===== src/rtl/bin2bcd_pkg.sv =====
// ---------------------------------------------------------------------------
// bin2bcd_pkg -- shared definitions for the sequential binary-to-BCD converter.
//   state_e     : converter FSM states (IDLE, SHIFT, DONE)
//   DIGIT_W     : width of one BCD digit
//   min_digits  : smallest digit count D with 10^D >= 2^W
// ---------------------------------------------------------------------------
package bin2bcd_pkg;

  typedef enum logic [1:0] {
    IDLE  = 2'd0,
    SHIFT = 2'd1,
    DONE  = 2'd2
  } state_e;

  localparam int DIGIT_W = 4;

  // 64-bit arithmetic so that 2^32 is representable for W = 32.
  function automatic int min_digits(input int w);
    logic [63:0] lim;
    logic [63:0] p;
    int          d;
    lim = 64'd1 << w;
    p   = 64'd1;
    d   = 0;
    for (int i = 0; i < 20; i++) begin
      if (p < lim) begin
        p = p * 64'd10;
        d = d + 1;
      end
    end
    return d;
  endfunction

endpackage


===== src/rtl/bcd_add3.sv =====
// ---------------------------------------------------------------------------
// bcd_add3 -- one double-dabble digit-correction cell (combinational).
//   digit_i [3:0] : scratch digit before the shift
//   digit_o [3:0] : digit + 3 when digit >= 5, otherwise unchanged
// ---------------------------------------------------------------------------
module bcd_add3
  import bin2bcd_pkg::*;
(
  input  logic [DIGIT_W-1:0] digit_i,
  output logic [DIGIT_W-1:0] digit_o
);

  assign digit_o = (digit_i >= 4'd5) ? (digit_i + 4'd3) : digit_i;

endmodule


===== src/rtl/bin2bcd_seq.sv =====
// ---------------------------------------------------------------------------
// bin2bcd_seq -- sequential shift-add-3 (double dabble) binary to BCD converter.
// One input bit is processed per clock; a W-bit operand takes W SHIFT cycles.
//
// Parameters
//   W  : binary input width (4..32)
//   D  : BCD digit count, must satisfy 10^D >= 2^W
// Ports
//   clk        : clock, rising edge
//   rst        : synchronous active-high reset
//   in_valid   : bin holds an operand
//   in_ready   : converter accepts an operand this cycle (IDLE only)
//   bin  [W]   : unsigned operand, sampled on accept
//   out_valid  : bcd holds a finished result (DONE only)
//   out_ready  : consumer takes the result this cycle
//   bcd  [4*D] : packed BCD result, digit 0 in bits [3:0]
//   busy       : converter is not IDLE
//   blank [D]  : (only with BIN2BCD_SEQ_BLANK_EN) leading-zero flags;
//                blank[i]=1 when digit i and all higher digits are 0, i>0
// Optional feature macro: BIN2BCD_SEQ_BLANK_EN
// ---------------------------------------------------------------------------
module bin2bcd_seq
  import bin2bcd_pkg::*;
#(
  parameter int W = 8,
  parameter int D = 3
) (
  input  logic                 clk,
  input  logic                 rst,
  input  logic                 in_valid,
  output logic                 in_ready,
  input  logic [W-1:0]         bin,
  output logic                 out_valid,
  input  logic                 out_ready,
  output logic [DIGIT_W*D-1:0] bcd,
  output logic                 busy
`ifdef BIN2BCD_SEQ_BLANK_EN
  ,
  output logic [D-1:0]         blank
`endif
);

  localparam int CNT_W = $clog2(W + 1);
  localparam int BCD_W = DIGIT_W * D;

  if (W < 4 || W > 32) begin : g_bad_w
    $error("bin2bcd_seq: W=%0d outside 4..32", W);
  end
  if (D < min_digits(W)) begin : g_bad_d
    $error("bin2bcd_seq: D=%0d too small for W=%0d (need %0d)", D, W, min_digits(W));
  end

  state_e           state_q;
  logic [CNT_W-1:0] cnt_q, cnt_d;
  logic [W-1:0]     opd_q, opd_d;
  logic [BCD_W-1:0] scr_q, scr_d;
  logic [BCD_W-1:0] corr;
  logic [BCD_W-1:0] bcd_q;
  logic             in_ready_q;
  logic             out_valid_q;
  logic             busy_q;

  // Per-digit +3 correction applied before every shift.
  for (genvar g = 0; g < D; g++) begin : g_digit
    bcd_add3 u_add3 (
      .digit_i (scr_q[g*DIGIT_W +: DIGIT_W]),
      .digit_o (corr[g*DIGIT_W +: DIGIT_W])
    );
  end

  // {scratch, operand} << 1: the operand MSB enters scratch bit 0. The corrected
  // top bit that falls off is always 0 once D is large enough for W.
  assign scr_d = BCD_W'({corr, opd_q[W-1]});
  assign opd_d = {opd_q[W-2:0], 1'b0};
  assign cnt_d = cnt_q - CNT_W'(1);

`ifdef BIN2BCD_SEQ_BLANK_EN
  logic [D-1:0] blank_q, blank_d;
  logic         zero_hi;

  // Computed on the value about to be latched, so blank moves with bcd.
  always_comb begin
    blank_d = '0;
    zero_hi = 1'b1;
    for (int i = D - 1; i >= 1; i--) begin
      zero_hi    = zero_hi & (scr_d[i*DIGIT_W +: DIGIT_W] == 4'd0);
      blank_d[i] = zero_hi;
    end
  end

  assign blank = blank_q;
`endif

  always_ff @(posedge clk) begin
    if (rst) begin
      state_q     <= IDLE;
      in_ready_q  <= 1'b1;
      out_valid_q <= 1'b0;
      busy_q      <= 1'b0;
      cnt_q       <= '0;
      opd_q       <= '0;
      scr_q       <= '0;
      bcd_q       <= '0;
`ifdef BIN2BCD_SEQ_BLANK_EN
      blank_q     <= '0;
`endif
    end else begin
      case (state_q)
        IDLE: begin
          if (in_valid && in_ready_q) begin
            opd_q      <= bin;
            scr_q      <= '0;
            cnt_q      <= CNT_W'(W);
            state_q    <= SHIFT;
            in_ready_q <= 1'b0;
            busy_q     <= 1'b1;
          end
        end
        SHIFT: begin
          scr_q <= scr_d;
          opd_q <= opd_d;
          cnt_q <= cnt_d;
          // Last bit shifted in: the result is final on this edge.
          if (cnt_d == '0) begin
            state_q     <= DONE;
            out_valid_q <= 1'b1;
            bcd_q       <= scr_d;
`ifdef BIN2BCD_SEQ_BLANK_EN
            blank_q     <= blank_d;
`endif
          end
        end
        DONE: begin
          if (out_ready) begin
            state_q     <= IDLE;
            out_valid_q <= 1'b0;
            in_ready_q  <= 1'b1;
            busy_q      <= 1'b0;
          end
        end
        default: begin
          state_q     <= IDLE;
          out_valid_q <= 1'b0;
          in_ready_q  <= 1'b1;
          busy_q      <= 1'b0;
        end
      endcase
    end
  end

  assign in_ready  = in_ready_q;
  assign out_valid = out_valid_q;
  assign busy      = busy_q;
  assign bcd       = bcd_q;

endmodule


===== config.mk =====
export PLATFORM = sky130hd
export DESIGN_NAME = bin2bcd_seq
export DESIGN_NICKNAME = d
export VERILOG_FILES = /design/src/rtl/bin2bcd_pkg.sv /design/src/rtl/bcd_add3.sv /design/src/rtl/bin2bcd_seq.sv
export SDC_FILE = /design/constraint.sdc
export NUM_CORES = 1
export LEC_CHECK = 0
export CORE_MARGIN = 2
export CORE_UTILIZATION = 35
export DETAILED_ROUTE_END_ITERATION = 8
export MAX_ROUTING_LAYER = met4
export PLACE_DENSITY_LB_ADDON = 0.1
export SYNTH_ARGS = -nofsm -noshare
export SYNTH_HDL_FRONTEND = slang
export SYNTH_SLANG_ARGS = --single-unit

===== constraint.sdc =====
create_clock -name clk -period 3.71 [get_ports clk]
set_input_delay 0.5565 -clock clk [delete_from_list [all_inputs] [get_ports clk]]
set_output_delay 0.5565 -clock clk [all_outputs]
set_load 0.03 [all_outputs]

==> impl_metrics.tcl <==
set metrics [dict create \
    status "finished, final reports clean" \
    tritoncts "yes" \
    synthCells 237 \
    post_cts_buffers 0 \
    via_per_inst 5.24 \
    crit_path_end_kind "register" \
    cts-root-buf "clkbuf_8" \
    path_class "register to register" \
    timing.rr.start "state_q[1]" \
    final_nets 279 \
    yosys.area.top_type "dfxtp_1" \
    gp_congestion 0.771 \
    power.density_mw_per_mm2 365 \
    routedWlPerCell_um 13.5 \
    die_area_mm2 0.00654 \
    io_buffers 26 \
    grt_pass1_vias 1549 \
    drv_cap 0 \
    synthArstFlopShare_pct 0 \
    layout_common_cells "41 x dfxtp_1, 26 x clkdlybuf4s50_1, 25 x nor2_1" \
    startpoint_type "register" \
    min_period_ns 2.23 \
    hp-start "opd_q[4]" \
    ant_nets 0 \
    rows 27 \
    worst_pin_slew_ns 1.22 \
    worstHoldPathCells 2 \
    yosysSeqAreaShare_pct 39.7 \
    path_clk_slew_ns 0.07 \
    synth.ff_latch_count 41 \
    die-height_um 80.9 \
    route.detailed.drc 0 \
    r2r-end "bcd[1]" \
    yosys_warnings 0 \
    antenna_cells 0 \
    slowest_stage "a21oi_1" \
    finalCritPeriodShare_pct 60.1 \
    fmax_mhz 448 \
    grt_overflow 0 \
    grt_max_degree 37 \
    hold_viol_final 0 \
    die_w_um 80.9 \
    hold_path_end "opd_q[5]" \
    synthDominantCellAreaShare_pct 39.7 \
    max_stage_delay_ns 0.57 \
    clk_latency_ns 0.29 \
    irDropWorstVdd_mv 0.187 \
    ctsResizeCount 0 \
    htreeDepth 2 \
    start_util_pct 36.9 \
    r2r_cells 5 \
    slew_violations 0 \
    vias 1733 \
    power_mw 0.898 \
    syn_nets 257 \
    core_area_mm2 0.00561 \
    synth-main-ff-cell "dfxtp_1" \
    ff2ff_setup_slack_ns 1.48 \
    layout_commonest_cell "dfxtp_1" \
    grt.total_usage_pct 15.0 \
    cts.sinks 41 \
    clockBufferDepth 2 \
    setup_violations 0 \
    syn_to_final_growth_pct 18.9 \
    cts_inserted_buffers 5 \
    path_max_fanout 13 \
    dpl.hpwl_mm 2.99 \
    critical_path_required_ns 3.93 \
    synth.area.top_cells "dfxtp_1 40%, ha_1 4.8%, nand2b_1 4.8%, a311oi_1 4.7%, nor2_1 4.5%" \
    syn_avg_cell_area_um2 8.73 \
    drt-initial-drc-count 93 \
    fin_tns_setup_ns 0 \
    pin_count 27 \
    netlist-cell-type-count 37 \
    worstPathArrival_ns 2.45 \
    grt_pass1_wl_mm 7.36 \
    leakagePower_nw 0.959 \
    finClkSkew_ns 0.00348 \
    antenna_found_initial 0 \
    final_layout_size_suffix_gt1_share_pct 5.02 \
    slew-limit-headroom_pct 18.3 \
    synth_area_mm2 0.00207 \
    drt-total-wl_mm 4.48 \
    first_pass_iters 4 \
    postCtsHoldBufs 0 \
    crit_chain "nand2b_1 > nor3b_2 > a21oi_1 > buf_4 > mux2i_1" \
    synth_edf_count 0 \
    worstHoldPathType "register to register" \
    rsz0062_at_grt "no" \
]
## report_power, final
group	internal, mW	switching (mW)	leakage (nW)	total [mW]
Combinational	0.0540	0.0733	0.581	0.127
Clock	0.148	0.146	0.0443	0.293
Sequential	0.460	0.0178	0.334	0.477
## routing by layer
metal / part of all wire (%) / GRT usage, % / vias up
met4: 1.3 / 5.08 / 0
met5: 0 / - / -
met2: 45 / 23.2 / 21
met3: 2.9 / 3.67 / 6
li1: - / - / 896
met1: 51 / 19.2 / 810
## cell usage after synthesis, drive strengths merged (2+ instances only)
| library cell | count |
|---|---|
| a31oi | 4 |
| nand3b | 7 |
| a211oi | 4 |
| clkbuf | 7 |
| a211o | 6 |
| nor2b | 2 |
| a21oi | 14 |
| a32oi | 7 |
| inv | 10 |
| buf | 7 |
| a2bb2oi | 3 |
| o211ai | 2 |
| ha | 8 |
| nand2b | 16 |
| nor2 | 26 |
| o21ai | 7 |
| dfxtp | 41 |
| a311oi | 11 |
| mux2i | 9 |
| nor3 | 3 |
| nor3b | 6 |
| nand2 | 19 |
| and2 | 6 |
| o21bai | 4 |
## logic make-up (layout without fill, tap and decap cells)
logic type,after synthesis,in the layout,synth area share [%]
compound gates,65,65,22.5
mux,9,9,4.36
simple gates,90,90,23.5
flops,41,41,39.7
fa+ha+maj,8,8,4.84
buf+inv,24,46,5.08
## state kept, by name, summed over array words and instances (netlist names)
signal	count
bcd	12
scr_q	12
opd_q	8
cnt_q	4
state_q	2
busy	1
in_ready	1
out_valid	1
## worst max-delay path: cells and delay by family, from the launching register on
kind            cells  cell delay (ns)
compound gates      1             0.57
buf+inv             1             0.29
flops               1             0.45
mux                 1             0.20
simple gates        2             0.64
## cell type report
cell class,instances,area [um^2]
clock buffers,7,86.3
fillers,595,3150
inverters,10,37.5
multi-input cells,172,1140
flip-flops and latches,41,821
well taps,72,90.1
repair buffers,29,283
## how the worst max path moves through the flow
stage / from / to / slack (ns)
detailed placement: rst / out_valid / 1.21
global placement: rst / out_valid / 1.23
floorplan: in_ready / opd_q[0] / 2.21
global route: state_q[1] / bcd[1] / 1.25
finish: state_q[1] / bcd[1] / 1.48
CTS: state_q[1] / bcd[1] / 1.41
## metrics by stage
stage,setup slack (ns),std cells,hold slack [ns],utilization [%],area (um^2)
2_1_floorplan,2.21,237,0.454,-,2070
3_5_place_dp,1.21,324,0.465,42.3,2370
5_1_grt,1.25,331,0.492,43.9,2460
3_3_place_gp,1.23,324,0.460,42.3,2370
6_report,1.48,331,0.475,43.9,2460
4_1_cts,1.41,331,0.479,43.9,2460
(Power assumes the default switching activity.)
